$ cat src/rtl/intersection_pkg.sv
// Shared types and constants for the multi-approach intersection controller.
package intersection_pkg;

  // Gray-coded controller states
  typedef enum logic [2:0] {
    ST_OFF     = 3'b000,
    ST_CLEAR   = 3'b001,
    ST_GREEN   = 3'b011,
    ST_FLICKER = 3'b010,
    ST_YELLOW  = 3'b110
  } state_t;

  // Per-approach lamp codes
  localparam logic [1:0] LIGHT_OFF    = 2'b00;
  localparam logic [1:0] LIGHT_RED    = 2'b01;
  localparam logic [1:0] LIGHT_YELLOW = 2'b10;
  localparam logic [1:0] LIGHT_GREEN  = 2'b11;

  // Timer load value for a phase of d ticks; a zero duration behaves as one tick
  function automatic int unsigned dur_load(input int unsigned d);
    return (d == 0) ? 0 : d - 1;
  endfunction

endpackage

$ cat src/rtl/phase_timer.sv
// Tick-enabled down-counter. expired is high on the tick that ends a phase
// (count == 0 with tick); load takes priority over counting.
module phase_timer #(
  parameter int unsigned TW = 5
) (
  input  logic          clk,
  input  logic          reset,
  input  logic          load,
  input  logic [TW-1:0] load_val,
  input  logic          tick,
  output logic          expired
);

  logic [TW-1:0] r_count;

  // Count register: reload on phase change, otherwise decrement on tick down to zero
  always_ff @(posedge clk) begin
    if (reset) begin
      r_count <= '0;
    end else if (load) begin
      r_count <= load_val;
    end else if (tick && (r_count != '0)) begin
      r_count <= r_count - TW'(1);
    end
  end

  assign expired = tick && (r_count == '0);

endmodule

$ cat src/rtl/intersection_controller.sv
// Round-robin multi-approach traffic-light controller.
// Optional feature macro: INTERSECTION_SKIP_IDLE_EN (demand-driven approach
// selection at clearance expiry; approaches without demand are skipped).
module intersection_controller
  import intersection_pkg::*;
#(
  parameter int unsigned N_DIR        = 2,
  parameter int unsigned TW           = 5,
  parameter int unsigned CLEAR_TIME   = 2,
  parameter int unsigned GREEN_TIME   = 30,
  parameter int unsigned FLICKER_TIME = 4,
  parameter int unsigned YELLOW_TIME  = 3
) (
  input  logic                       clk,
  input  logic                       reset,
  input  logic                       start,
  input  logic                       stop,
  input  logic                       tick,
  input  logic [N_DIR-1:0]           demand,
  output logic [2*N_DIR-1:0]         L_out,
  output logic [$clog2(N_DIR)-1:0]   phase_idx,
  output logic                       busy
);

  localparam int unsigned PW = $clog2(N_DIR);

  localparam logic [TW-1:0] LD_CLEAR   = TW'(dur_load(CLEAR_TIME));
  localparam logic [TW-1:0] LD_GREEN   = TW'(dur_load(GREEN_TIME));
  localparam logic [TW-1:0] LD_FLICKER = TW'(dur_load(FLICKER_TIME));
  localparam logic [TW-1:0] LD_YELLOW  = TW'(dur_load(YELLOW_TIME));

  state_t          r_state;
  state_t          w_next;
  logic [PW-1:0]   r_phase;
  logic [PW-1:0]   w_next_phase;
  logic [PW-1:0]   w_phase_inc;
  logic            r_flick;
  logic            r_stop_pending;
  logic            w_stop_req;
  logic            w_load;
  logic [TW-1:0]   w_load_val;
  logic            w_expired;

  phase_timer #(.TW(TW)) u_timer (
    .clk      (clk),
    .reset    (reset),
    .load     (w_load),
    .load_val (w_load_val),
    .tick     (tick),
    .expired  (w_expired)
  );

  assign w_stop_req  = stop | r_stop_pending;
  assign w_phase_inc = (r_phase == PW'(N_DIR - 1)) ? '0 : r_phase + PW'(1);

`ifdef INTERSECTION_SKIP_IDLE_EN
  logic          w_found;
  logic [PW-1:0] w_pick;

  // Round-robin search for the next demanding approach, current approach last
  always_comb begin
    w_found = 1'b0;
    w_pick  = r_phase;
    for (int unsigned k = 1; k <= N_DIR; k++) begin
      if (!w_found && demand[PW'((int'(r_phase) + k) % N_DIR)]) begin
        w_found = 1'b1;
        w_pick  = PW'((int'(r_phase) + k) % N_DIR);
      end
    end
  end
`else
  logic w_unused_demand;
  assign w_unused_demand = ^demand;
`endif

  // Next-state, timer reload and approach selection
  always_comb begin
    w_next       = r_state;
    w_next_phase = r_phase;
    w_load       = 1'b0;
    w_load_val   = '0;
    case (r_state)
      ST_OFF: begin
        if (start && !stop) begin
          w_next     = ST_CLEAR;
          w_load     = 1'b1;
          w_load_val = LD_CLEAR;
        end
      end
      ST_CLEAR: begin
        if (w_expired) begin
          if (w_stop_req) begin
            w_next = ST_OFF;
          end else begin
`ifdef INTERSECTION_SKIP_IDLE_EN
            w_load = 1'b1;
            if (w_found) begin
              w_next       = ST_GREEN;
              w_next_phase = w_pick;
              w_load_val   = LD_GREEN;
            end else begin
              w_load_val   = LD_CLEAR;
            end
`else
            w_next     = ST_GREEN;
            w_load     = 1'b1;
            w_load_val = LD_GREEN;
`endif
          end
        end
      end
      ST_GREEN: begin
        // a stop request cuts green short without waiting for a tick
        if (w_expired || w_stop_req) begin
          w_next     = ST_FLICKER;
          w_load     = 1'b1;
          w_load_val = LD_FLICKER;
        end
      end
      ST_FLICKER: begin
        if (w_expired) begin
          w_next     = ST_YELLOW;
          w_load     = 1'b1;
          w_load_val = LD_YELLOW;
        end
      end
      ST_YELLOW: begin
        if (w_expired) begin
          w_next     = ST_CLEAR;
          w_load     = 1'b1;
          w_load_val = LD_CLEAR;
`ifndef INTERSECTION_SKIP_IDLE_EN
          // with demand skipping the approach is chosen at clearance expiry instead
          w_next_phase = w_phase_inc;
`endif
        end
      end
      default: begin
        w_next = ST_OFF;
      end
    endcase
  end

  // State, approach index and stop flag registers
  always_ff @(posedge clk) begin
    if (reset) begin
      r_state        <= ST_OFF;
      r_phase        <= '0;
      r_stop_pending <= 1'b0;
    end else begin
      r_state <= w_next;
      r_phase <= w_next_phase;
      if (w_next == ST_OFF) begin
        r_stop_pending <= 1'b0;
      end else if (stop) begin
        r_stop_pending <= 1'b1;
      end
    end
  end

  // Flicker phase: dark on entry to FLICKER, toggles on every tick while flickering
  always_ff @(posedge clk) begin
    if (reset || (r_state != ST_FLICKER)) begin
      r_flick <= 1'b0;
    end else if (tick) begin
      r_flick <= ~r_flick;
    end
  end

  // Moore lamp decode from registered state only
  always_comb begin
    L_out = '0;
    for (int unsigned i = 0; i < N_DIR; i++) begin
      if (r_state == ST_OFF) begin
        L_out[2*i +: 2] = LIGHT_OFF;
      end else if (PW'(i) != r_phase) begin
        L_out[2*i +: 2] = LIGHT_RED;
      end else begin
        case (r_state)
          ST_GREEN:   L_out[2*i +: 2] = LIGHT_GREEN;
          ST_FLICKER: L_out[2*i +: 2] = r_flick ? LIGHT_GREEN : LIGHT_OFF;
          ST_YELLOW:  L_out[2*i +: 2] = LIGHT_YELLOW;
          default:    L_out[2*i +: 2] = LIGHT_RED;
        endcase
      end
    end
  end

  assign phase_idx = r_phase;
  assign busy      = (r_state != ST_OFF);

endmodule

$ cat config.mk
export PLATFORM = sky130hd
export DESIGN_NAME = intersection_controller
export DESIGN_NICKNAME = d
export VERILOG_FILES = /design/src/rtl/intersection_pkg.sv /design/src/rtl/phase_timer.sv /design/src/rtl/intersection_controller.sv
export SDC_FILE = /design/constraint.sdc
export NUM_CORES = 1
export LEC_CHECK = 0
export CAP_MARGIN = 20
export CORE_MARGIN = 3
export CORE_UTILIZATION = 50
export CTS_BUF_LIST = sky130_fd_sc_hd__clkbuf_16
export CTS_CLUSTER_SIZE = 8
export DETAILED_ROUTE_END_ITERATION = 7
export HOLD_SLACK_MARGIN = 0.03
export PLACE_DENSITY = 0.84
export SYNTH_ARGS = -nofsm -noshare
export SYNTH_HDL_FRONTEND = slang
export SYNTH_SLANG_ARGS = --single-unit
$ cat constraint.sdc
create_clock -name clk -period 2.12 [get_ports clk]
set_input_delay 0.424 -clock clk [delete_from_list [all_inputs] [get_ports clk]]
set_output_delay 0.424 -clock clk [all_outputs]
set_load 0.005 [all_outputs]
**Word-level counts from Yosys, hierarchy flattened**

Index checks and enable logic that the tools add are counted.

- Flip-flop bits (word level): 11
- Input port bits: 7
- Output and inout port bits: 6
- Word-level logic and storage cells: 58

- Add/subtract/negate cells: 2
- Equality and inequality tests: 5
- Multiplexer cells: 29
- Bitwise gates (word level): 2
- Reductions and logical operators: 15

Operators by type and width:

| cell | count |
|---|---|
| $pmux 5 s5 | 1 |
| $mux 5 | 4 |
| $mux 2 | 8 |
| $mux 3 | 5 |
| $pmux 3 s5 | 1 |
| $mux 1 | 8 |
| $eq 3x2->1 const B | 2 |
| $logic_not 3->1 | 2 |
| $pmux 2 s3 | 1 |
| $logic_not 5->1 | 1 |
| $reduce_bool 5->1 | 1 |
| $sub 5x1->5 const B | 1 |
| $pmux 1 s4 | 1 |
| $reduce_or 2->1 | 2 |
| $eq 3x1->1 const B | 1 |
| $eq 3x3->1 const B | 1 |
| $logic_and 1x1->1 | 3 |
| $ne 3x2->1 const B | 1 |
| $reduce_bool 3->1 | 1 |
| $logic_or 1x1->1 | 2 |
| $reduce_and 2->1 | 1 |
| $reduce_bool 2->1 | 1 |
| $add 1x1->1 const B | 1 |
| $logic_not 1->1 | 1 |
| other kinds (2) | 2 |

**Depth between registers and ports, before layout**

Gate-level depths: netlist of run 1.

- Depth in word-level cells: 7
- Mapped depth: 7
- Mapped depth without buffers: 7

**Modules after synthesis**

Synthesis of run 1 repeated with hierarchy kept, for this count alone.

- Cell total of the unflattened synthesis: 95
- Area total of the unflattened synthesis: 728.2 sq um

By module, submodules not included:

| module | instances | cells an instance | area each (sq um) | sequential area each (sq um) |
|---|---|---|---|---|
| intersection_controller | 1 | 57 | 415.4 | 120.1 |
| phase_timer | 1 | 38 | 312.8 | 100.1 |

**Worst setup path before layout of run 1**

Ideal clock, no wire load.

- Kind: register -> register
- Start: reg u_timer.r_count[0]
- End: reg r_phase, in the netlist phase_idx
- Setup time: 128 ps
- Arrival time: 1570 ps
- Data required time: 1992 ps
- Slack: 422 ps
- Cell stages (with the launch flop): 8
- Buffers on the path: 0
- Period minus slack after synthesis: 1698 ps
- Path through: dfxtp_1 -> inv_1 -> ha_1 -> or4b_4 -> nor4b_4 -> nand2_1 -> xnor2_1 -> nor2_1

- Cells in the longest elaborated chain, start to end: 3

Ends and longest elaborated chain:

| item | RTL line | RTL |
|---|---|---|
| start: declaration | phase_timer.sv:14 | `logic [TW-1:0] r_count;` |
| start signal: assignment | phase_timer.sv:21 | `r_count <= load_val;` |
| start signal: assignment | phase_timer.sv:23 | `r_count <= r_count - TW'(1);` |
| $logic_not 5->1 | phase_timer.sv:27 | `assign expired = tick && (r_count == '0);` |
| $logic_and 1x1->1 | phase_timer.sv:27 |  |
| $reduce_and 2->1 (no source line) | - |  |
| end signal: assignment | intersection_controller.sv:152 | `r_phase <= w_next_phase;` |
| end: declaration | intersection_controller.sv:34 | `logic [PW-1:0] r_phase;` |

Every way passes these cells.
A chain may end at the register's enable or synchronous reset.

**Worst setup path after layout of run 1**

- Start: reg r_state[2]
- End: out L_out[1]

- Cells in the longest elaborated chain, start to end: 4
- Elaborated cells between the ends (all ways): 7
- Classes of those cells: 3 x eq/ne; 3 x mux; 1 x reduce/logical

Ends and longest elaborated chain:

| item | RTL line | RTL |
|---|---|---|
| start: declaration | intersection_controller.sv:32 | `state_t r_state;` |
| start signal: assignment | intersection_controller.sv:151 | `r_state <= w_next;` |
| $eq 3x3->1 / $eq 3x2->1 (equally long branches) | intersection_controller.sv:179 | `case (r_state)` |
| $pmux 2 s3 | intersection_controller.sv:179 |  |
| $mux 2 | intersection_controller.sv:176 | `end else if (PW'(i) != r_phase) begin` |
| $mux 2 * | intersection_controller.sv:174 | `if (r_state == ST_OFF) begin` |
| end: declaration | intersection_controller.sv:20 | `output logic [2*N_DIR-1:0] L_out,` |

Every way passes the cells marked *; elsewhere a longest branch is shown, timed or not.

==> results of run 1 <==
==> cell usage in the layout (no fill, tap or decap), types with 2 or more instances in the layout <==
master and instances:
buf_4 5, dfxtp_1 8, a21oi_1 5, nor2b_1 2
nor4b_1 2, clkbuf_16 3, nor3_1 3, xnor2_1 4
nor2_1 10, nand3_1 6, ha_1 2, a31oi_1 3
a221oi_1 2, nand4_1 3, inv_1 6, or3_1 2
clkdlybuf4s50_1 10, dfxtp_2 3, nand2_1 12, a311oi_1 2
o21ai_0 2, a211o_1 2
==> routing by layer <==
layer,up-vias,wire [um],global-route usage [%]
li1,370,-,-
met1,346,796,23.0
met2,12,868,34.6
met3,2,40,3.66
met4,0,21,9.04
met5,-,0,0
==> cell families after synthesis <==
group                    count (synthesis)  share of synthesized area (%)
AO/OA/AOI/OAI                           17                           15.6
adder cells (fa/ha/maj)                  2                           3.44
buffers and inverters                   11                           6.19
multiplexers                             1                           1.55
XOR/XNOR                                 5                           6.01
flip-flops                              11                           30.2
AND/OR/NAND/NOR                         48                           36.9
==> metrics by stage <==
| step | std cells | power [uW] | hold slack [ns] | setup slack (ns) | instance area, um^2 |
|---|---|---|---|---|---|
| floorplan | 95 | 767 | 0.502 | 0.422 | 728 |
| global placement | 120 | 904 | 0.541 | 0.101 | 862 |
| detailed placement | 120 | 920 | 0.544 | 0.0311 | 862 |
| CTS | 124 | 1270 | 0.557 | 0.0589 | 941 |
| global route | 124 | 1350 | 0.589 | 0.0849 | 945 |
| finish | 124 | 1270 | 0.556 | 0.184 | 945 |
==> worst min-delay path by stage <==
stage,from,end,slack (ns)
2_1_floorplan,reset,r_flick$_SDFFE_PP0P_,0.50
3_3_place_gp,r_flick$_SDFFE_PP0P_,r_flick$_SDFFE_PP0P_,0.54
3_5_place_dp,r_flick$_SDFFE_PP0P_,r_flick$_SDFFE_PP0P_,0.54
4_1_cts,r_flick$_SDFFE_PP0P_,r_flick$_SDFFE_PP0P_,0.56
5_1_grt,r_flick$_SDFFE_PP0P_,r_flick$_SDFFE_PP0P_,0.59
6_report,r_flick$_SDFFE_PP0P_,r_flick$_SDFFE_PP0P_,0.56
==> worst max-delay path, delay by kind of cell (launching register included) <==
family                 cells  cell delay [ns]
and+or+nand+nor            4             0.37
DFF                        1             0.40
buffers and inverters      1             0.50
==> registers in the layout, indices dropped and copies added (netlist names) <==
signal and cells:
r_state 3, r_stop_pending 1, phase_idx 1, r_flick 1, u_timer.r_count 5
==> final cells by class <==
| cell class | instances | area [um^2] | share of cell area (%) |
|---|---|---|---|
| sequential | 11 | 224 | 23.7 |
| clock buffer | 3 | 75.1 | 7.95 |
| inverter | 6 | 22.5 | 2.38 |
| timing repair buffer | 15 | 138 | 14.6 |
| multi-input combinational | 73 | 463 | 49.0 |
| tap | 15 | 18.8 | 1.99 |
| clock inverter | 1 | 3.75 | 0.397 |
==> report_power, final <==
group,total [uW],internal [uW],switching [uW]
Clock,337,247,89.9
Combinational,598,307,291
Sequential,333,266,66.6
==> impl_results.md, run 1 <==
* Setup TNS at 0 ns
* Synth top cells by count: nand2_1, dfxtp_1, nor2_1
* Post-CTS Setup Inserts at 0
* Reg2reg start: u_timer.r_count[0]$_SDFFE_PP0P_
* Syn Area/Cell at roughly 7.7 um^2
* Clock buffer depth at 2
* Worst-skew pair later-pin latency at approximately 0.23 ns
* CTS resizes at 0
* Sink Count at 11
* Top-count cell post-synth: nand2_1
* Synth top area share at 30.2%
* Post-Synthesis Cell Area at ~730 um^2
* Area delta synth->final at 29.7%
* Slew headroom at a little over 70%
* Crit path launch type: flip-flop
* Clock transition at the registers of the reported paths at roughly 0.040 ns
* Worst setup path end: L_out[1]
* Initial antenna violation count at 0
* Asr flop ratio synth at 0%
* GRT Residual Overflow at 0
* Reg-to-Reg End: phase_idx$_SDFFE_PP0P_
* Nets at about 120
* RSZ-0062 raised after global routing: false
* Routed WL at about 1700 um
* Post-route ant nets at 0
* CP startpoint: r_state[2]$_SDFF_PP0_
* Final setup viols at 0
* Final period util at between 90% and 100%
* GP Congestion at approximately 0.8
* Drt via density at about 6
* Vias at between 700 and 800
* Fin. Hold Viols at 0
* CP Cell Sequence: nor2_1 > nand2_1 > nand3_1 > nor2_1 > clkdlybuf4s50_1
* Pin count of the biggest net entering global routing at 12
* Number of synthesized register bits at 11
* Hold_buf cts at 0
* Share of cells above drive strength 1 at 15.6%
* Seq/Total Area, Yosys at between 30% and 40%
* Crit-path slowest cell: clkdlybuf4s50_1
* CTS Buf Count at 3
* Finished Core Util at between 70% and 80%
* Vias in the first global route at between 600 and 700
* Worst slew pin tran at approximately 0.41 ns
* Hpwl dp at 1260 um
* Number of diodes at 0
* Die area at roughly 2000 um^2
* H-tree depth at 1
* Crit path max fanout at 8
* Global-route wire length before repair at about 2800 um
* Worst R2R Setup Slack at 0.21 ns
* Site row count at 13
* Number of remaining DRC errors at 0
* I/O pin cnt at 13
* Max-slew violation count at 0
* Drt first pass iters at 4
* Fmax at approximately 0.52 GHz
* Leakage at roughly 0.00037 uW
* Most used flip-flop cell after synthesis: dfxtp_1
* Tmin final at a little under 2 ns
* Die H at roughly 44 um
* Clock Skew at about 0.00076 ns
* PwrDens at ~1300 nW/um^2
* Dominant cell type by area after synthesis: dfxtp_1
* MaxCap Viol Count at 0
* Mapped Nets at between 100 and 150
* Iter 0 DRT Violations at 20
* Initial Utilization at a little over half
* Worst min path class: flip-flop to flip-flop
* Ranking of synthesized cells by area: dfxtp_1, nand2_1, nor2_1, xnor2_1, nand3_1
* Post-synth EDFFs at 0
* Cells after Synth at between 90 and 100
* Netlist cell types at 33
* Run status: complete, no violations
* GRT Total Usage at between 10% and 20%
* Crit. End Element: output pin
* Ys Warns at 0
* Avg WL per Cell at 13.9 um
* Die Wd at ~44 um
* Arr. time, crit path at roughly 1.5 ns
* Worst path max stage delay at roughly 0.5 ns
* Worst vdd ir at about 0.7 mV
* Reg2Reg Depth at 7
* # port buffers at 10
* Total core area at about 1300 um^2
* Crit Path Class: flip-flop to output pin
* Most frequent CP cell: nor2_1
* CTS tree: done
* Clock root buffer: clkbuf_16
* Worst hold stages at 2
* Critical path required time at around 1.7 ns
* # fillers at 109
(Power assumes the default switching activity.)
==> inputs of run 2 (changes only) <==
- CORE_UTILIZATION: 50 -> 44
- PLACE_DENSITY: 0.84 -> 0.77
==> run 2 against run 1 <==
Die area rose by 12%. Worst setup slack got worse by 0.070 ns. Flip-flop and latch count did not move. Clock power rose by 2%. Via count fell by 1.9%. Largest power group unchanged. First-iteration DRC count fell by 50%.
==> impl_results.md, run 2 (synthesis gave the netlist of run 1 again) <==
* Number of remaining DRC errors at 0 (unchanged)
* Avg WL per Cell at 13.1 um (-6.0%)
* Max reg flops at 5 (unchanged)
* I/O pin cnt at 13 (unchanged)
* Vias in the first global route at 728 (+9.8%)
* Vias at 716 (-1.9%)
* Most frequent cells in the layout: nand2_1, nor2_1, clkdlybuf4s50_1, dfxtp_1
* Clock Skew at 0.00173 ns (+0.000971 ns)
* Clock root buffer: clkbuf_16
* Iter 0 DRT Violations at 10 (-50%)
* Crit path launch type: flip-flop
* Initial antenna violation count at 0 (unchanged)
* Run status: complete, no violations
* Routed WL at 1640 um (-5.3%)
* Worst vdd ir at 0.522 mV (-24%)
* Area delta synth->final at 29.6%
* Drt first pass iters at 4 (unchanged)
* Max-slew violation count at 0 (unchanged)
* Final period util at 94.6% (+3.3 points)
* Critical path required time at 1.70 ns (about the same)
* Post-CTS Setup Inserts at 0 (unchanged)
* Global-route wire length before repair at 2960 um (+4.2%)
* Worst setup path end: L_out[1]
* Worst R2R Setup Slack at 0.25 ns (+0.04 ns)
* Crit Path Class: flip-flop to output pin
* Sink Count at 11 (unchanged)
* Worst slew pin tran at 0.401 ns (-0.00832 ns)
* Share of cells above drive strength 1 at 13.8% (-1.8 points)
* Setup TNS at 0 ns (unchanged)
* Slew headroom at 73.2% (+0.56 points)
* MaxCap Viol Count at 0 (unchanged)
* PwrDens at 1350 nW/um^2 (+0.44%)
* Fmax at 0.499 GHz (-3.5%)
* Worst-skew pair later-pin latency at 0.24 ns (about the same)
* GRT Residual Overflow at 0 (unchanged)
* Initial Utilization at 47.8% (-6.8 points)
* GRT Total Usage at 18.9% (-0.89 points)
* Leakage at 0.000374 uW (-0.23%)
* CTS Buf Count at 3 (unchanged)
* RSZ-0062 raised after global routing: false
* Placed insts at 121 (+0.83%)
* Post-route insts no fill at 125 (+0.81%)
* CP startpoint: r_state[0]$_SDFF_PP0_
* H-tree depth at 1 (unchanged)
* Fin. Hold Viols at 0 (unchanged)
* Worst slack, placed at 0.0215 ns (-0.00958 ns)
* # fillers at 136 (+25%)
* # port buffers at 10 (unchanged)
* Arr. time, crit path at 1.58 ns (+0.07 ns)
* Top Registers: u_timer.r_count: 5 flops, r_state: 3 flops
* Pin count of the biggest net entering global routing at 12 (unchanged)
* Tmin final at 2.01 ns (+0.0696 ns)
* Drt via density at 5.73 (-2.7%)
* Post-route ant nets at 0 (unchanged)
* Site row count at 14 (+1)
* Top reg by flops: u_timer.r_count
* Crit. End Element: output pin
* Final worst slack at 0.114 ns (-0.0696 ns)
* Reg-to-Reg End: phase_idx$_SDFFE_PP0P_
* Reg2reg start: u_timer.r_count[0]$_SDFFE_PP0P_
* Clock transition at the registers of the reported paths at 0.04 ns (about the same)
* Die H at 46.7 um (+5.7%)
* Finished Core Util at 61.9% (-8.9 points)
* Number of diodes at 0 (unchanged)
* Clock buffer depth at 2 (unchanged)
* Die Wd at 46.7 um (+5.7%)
* Nets at 119 (unchanged)
* CTS tree: done
* Total core area at 1520 um^2 (+14%)
* Leading cell type in the layout, fill and taps excluded: nand2_1
* Hpwl dp at 1200 um (-4.8%)
* Die area at 2180 um^2 (+12%)
* Final setup viols at 0 (unchanged)
* Crit path max fanout at 8 (unchanged)
* Worst min path class: flip-flop to flip-flop
* GP Congestion at 0.793 (-1.3%)
* Reg2Reg Depth at 7 (unchanged)
run 2: cell types whose count changed in the layout (fill, tap and decap cells not counted):
cell,delta
dfxtp_2,-2
dfxtp_1,+2
run 2: final cells by class:
class | count | area [um^2] | share of cell area (%)
sequential | 11 | 221 | 23.5
inverter | 6 | 22.5 | 2.39
clock buffer | 3 | 75.1 | 7.96
multi-input combinational | 73 | 463 | 49.1
timing repair buffer | 15 | 138 | 14.6
tap | 16 | 20.0 | 2.12
clock inverter | 1 | 3.75 | 0.398
run 2: where the power goes:
part           leakage [uW]  switching [uW]  internal [uW]  total (uW)
Clock             0.0000423            96.8            248         345
Combinational      0.000241             293            307         600
Sequential        0.0000904            62.3            265         327
run 2: repair_timing:
item | in CTS | in global routing
gates resized for setup | 0 | 1
endpoints found under the setup margin | 0 | 2
hold buffers | 0 | 0
run 2: how the worst min path moves through the flow:
stage                         start                    to  slack, ns  depth (start not counted)
6_report       r_flick$_SDFFE_PP0P_  r_flick$_SDFFE_PP0P_       0.55                          2
2_1_floorplan                 reset  r_flick$_SDFFE_PP0P_       0.50                          1
4_1_cts        r_flick$_SDFFE_PP0P_  r_flick$_SDFFE_PP0P_       0.55                          2
3_5_place_dp   r_flick$_SDFFE_PP0P_  r_flick$_SDFFE_PP0P_       0.54                          2
5_1_grt        r_flick$_SDFFE_PP0P_  r_flick$_SDFFE_PP0P_       0.59                          2
3_3_place_gp   r_flick$_SDFFE_PP0P_  r_flick$_SDFFE_PP0P_       0.54                          2
run 2: metrics by stage:
stage                     total power [uW]  cell area [um^2]  hold slack, ns
final                                 1270               943           0.551
after floorplan                        767               728           0.502
after global routing                  1380               943           0.591
after detailed placement               923               863           0.540
after CTS                             1280               942           0.553
after global placement                 910               863           0.543
run 2: per-layer routing:
layer | part of all wire [%] | global-route usage, %
met3 | 3.7 | 2.34
met5 | 0 | 0
met4 | 1.0 | 8.29
met1 | 48 | 24.4
met2 | 47 | 31.0
run 2: critical path: stages (launching register included):
cell and delay [ns]:
dfxtp_1 0.45, nor2_1 0.11, nand2_1 0.08, nand3_1 0.09
nor2_1 0.11, clkdlybuf4s50_1 0.51
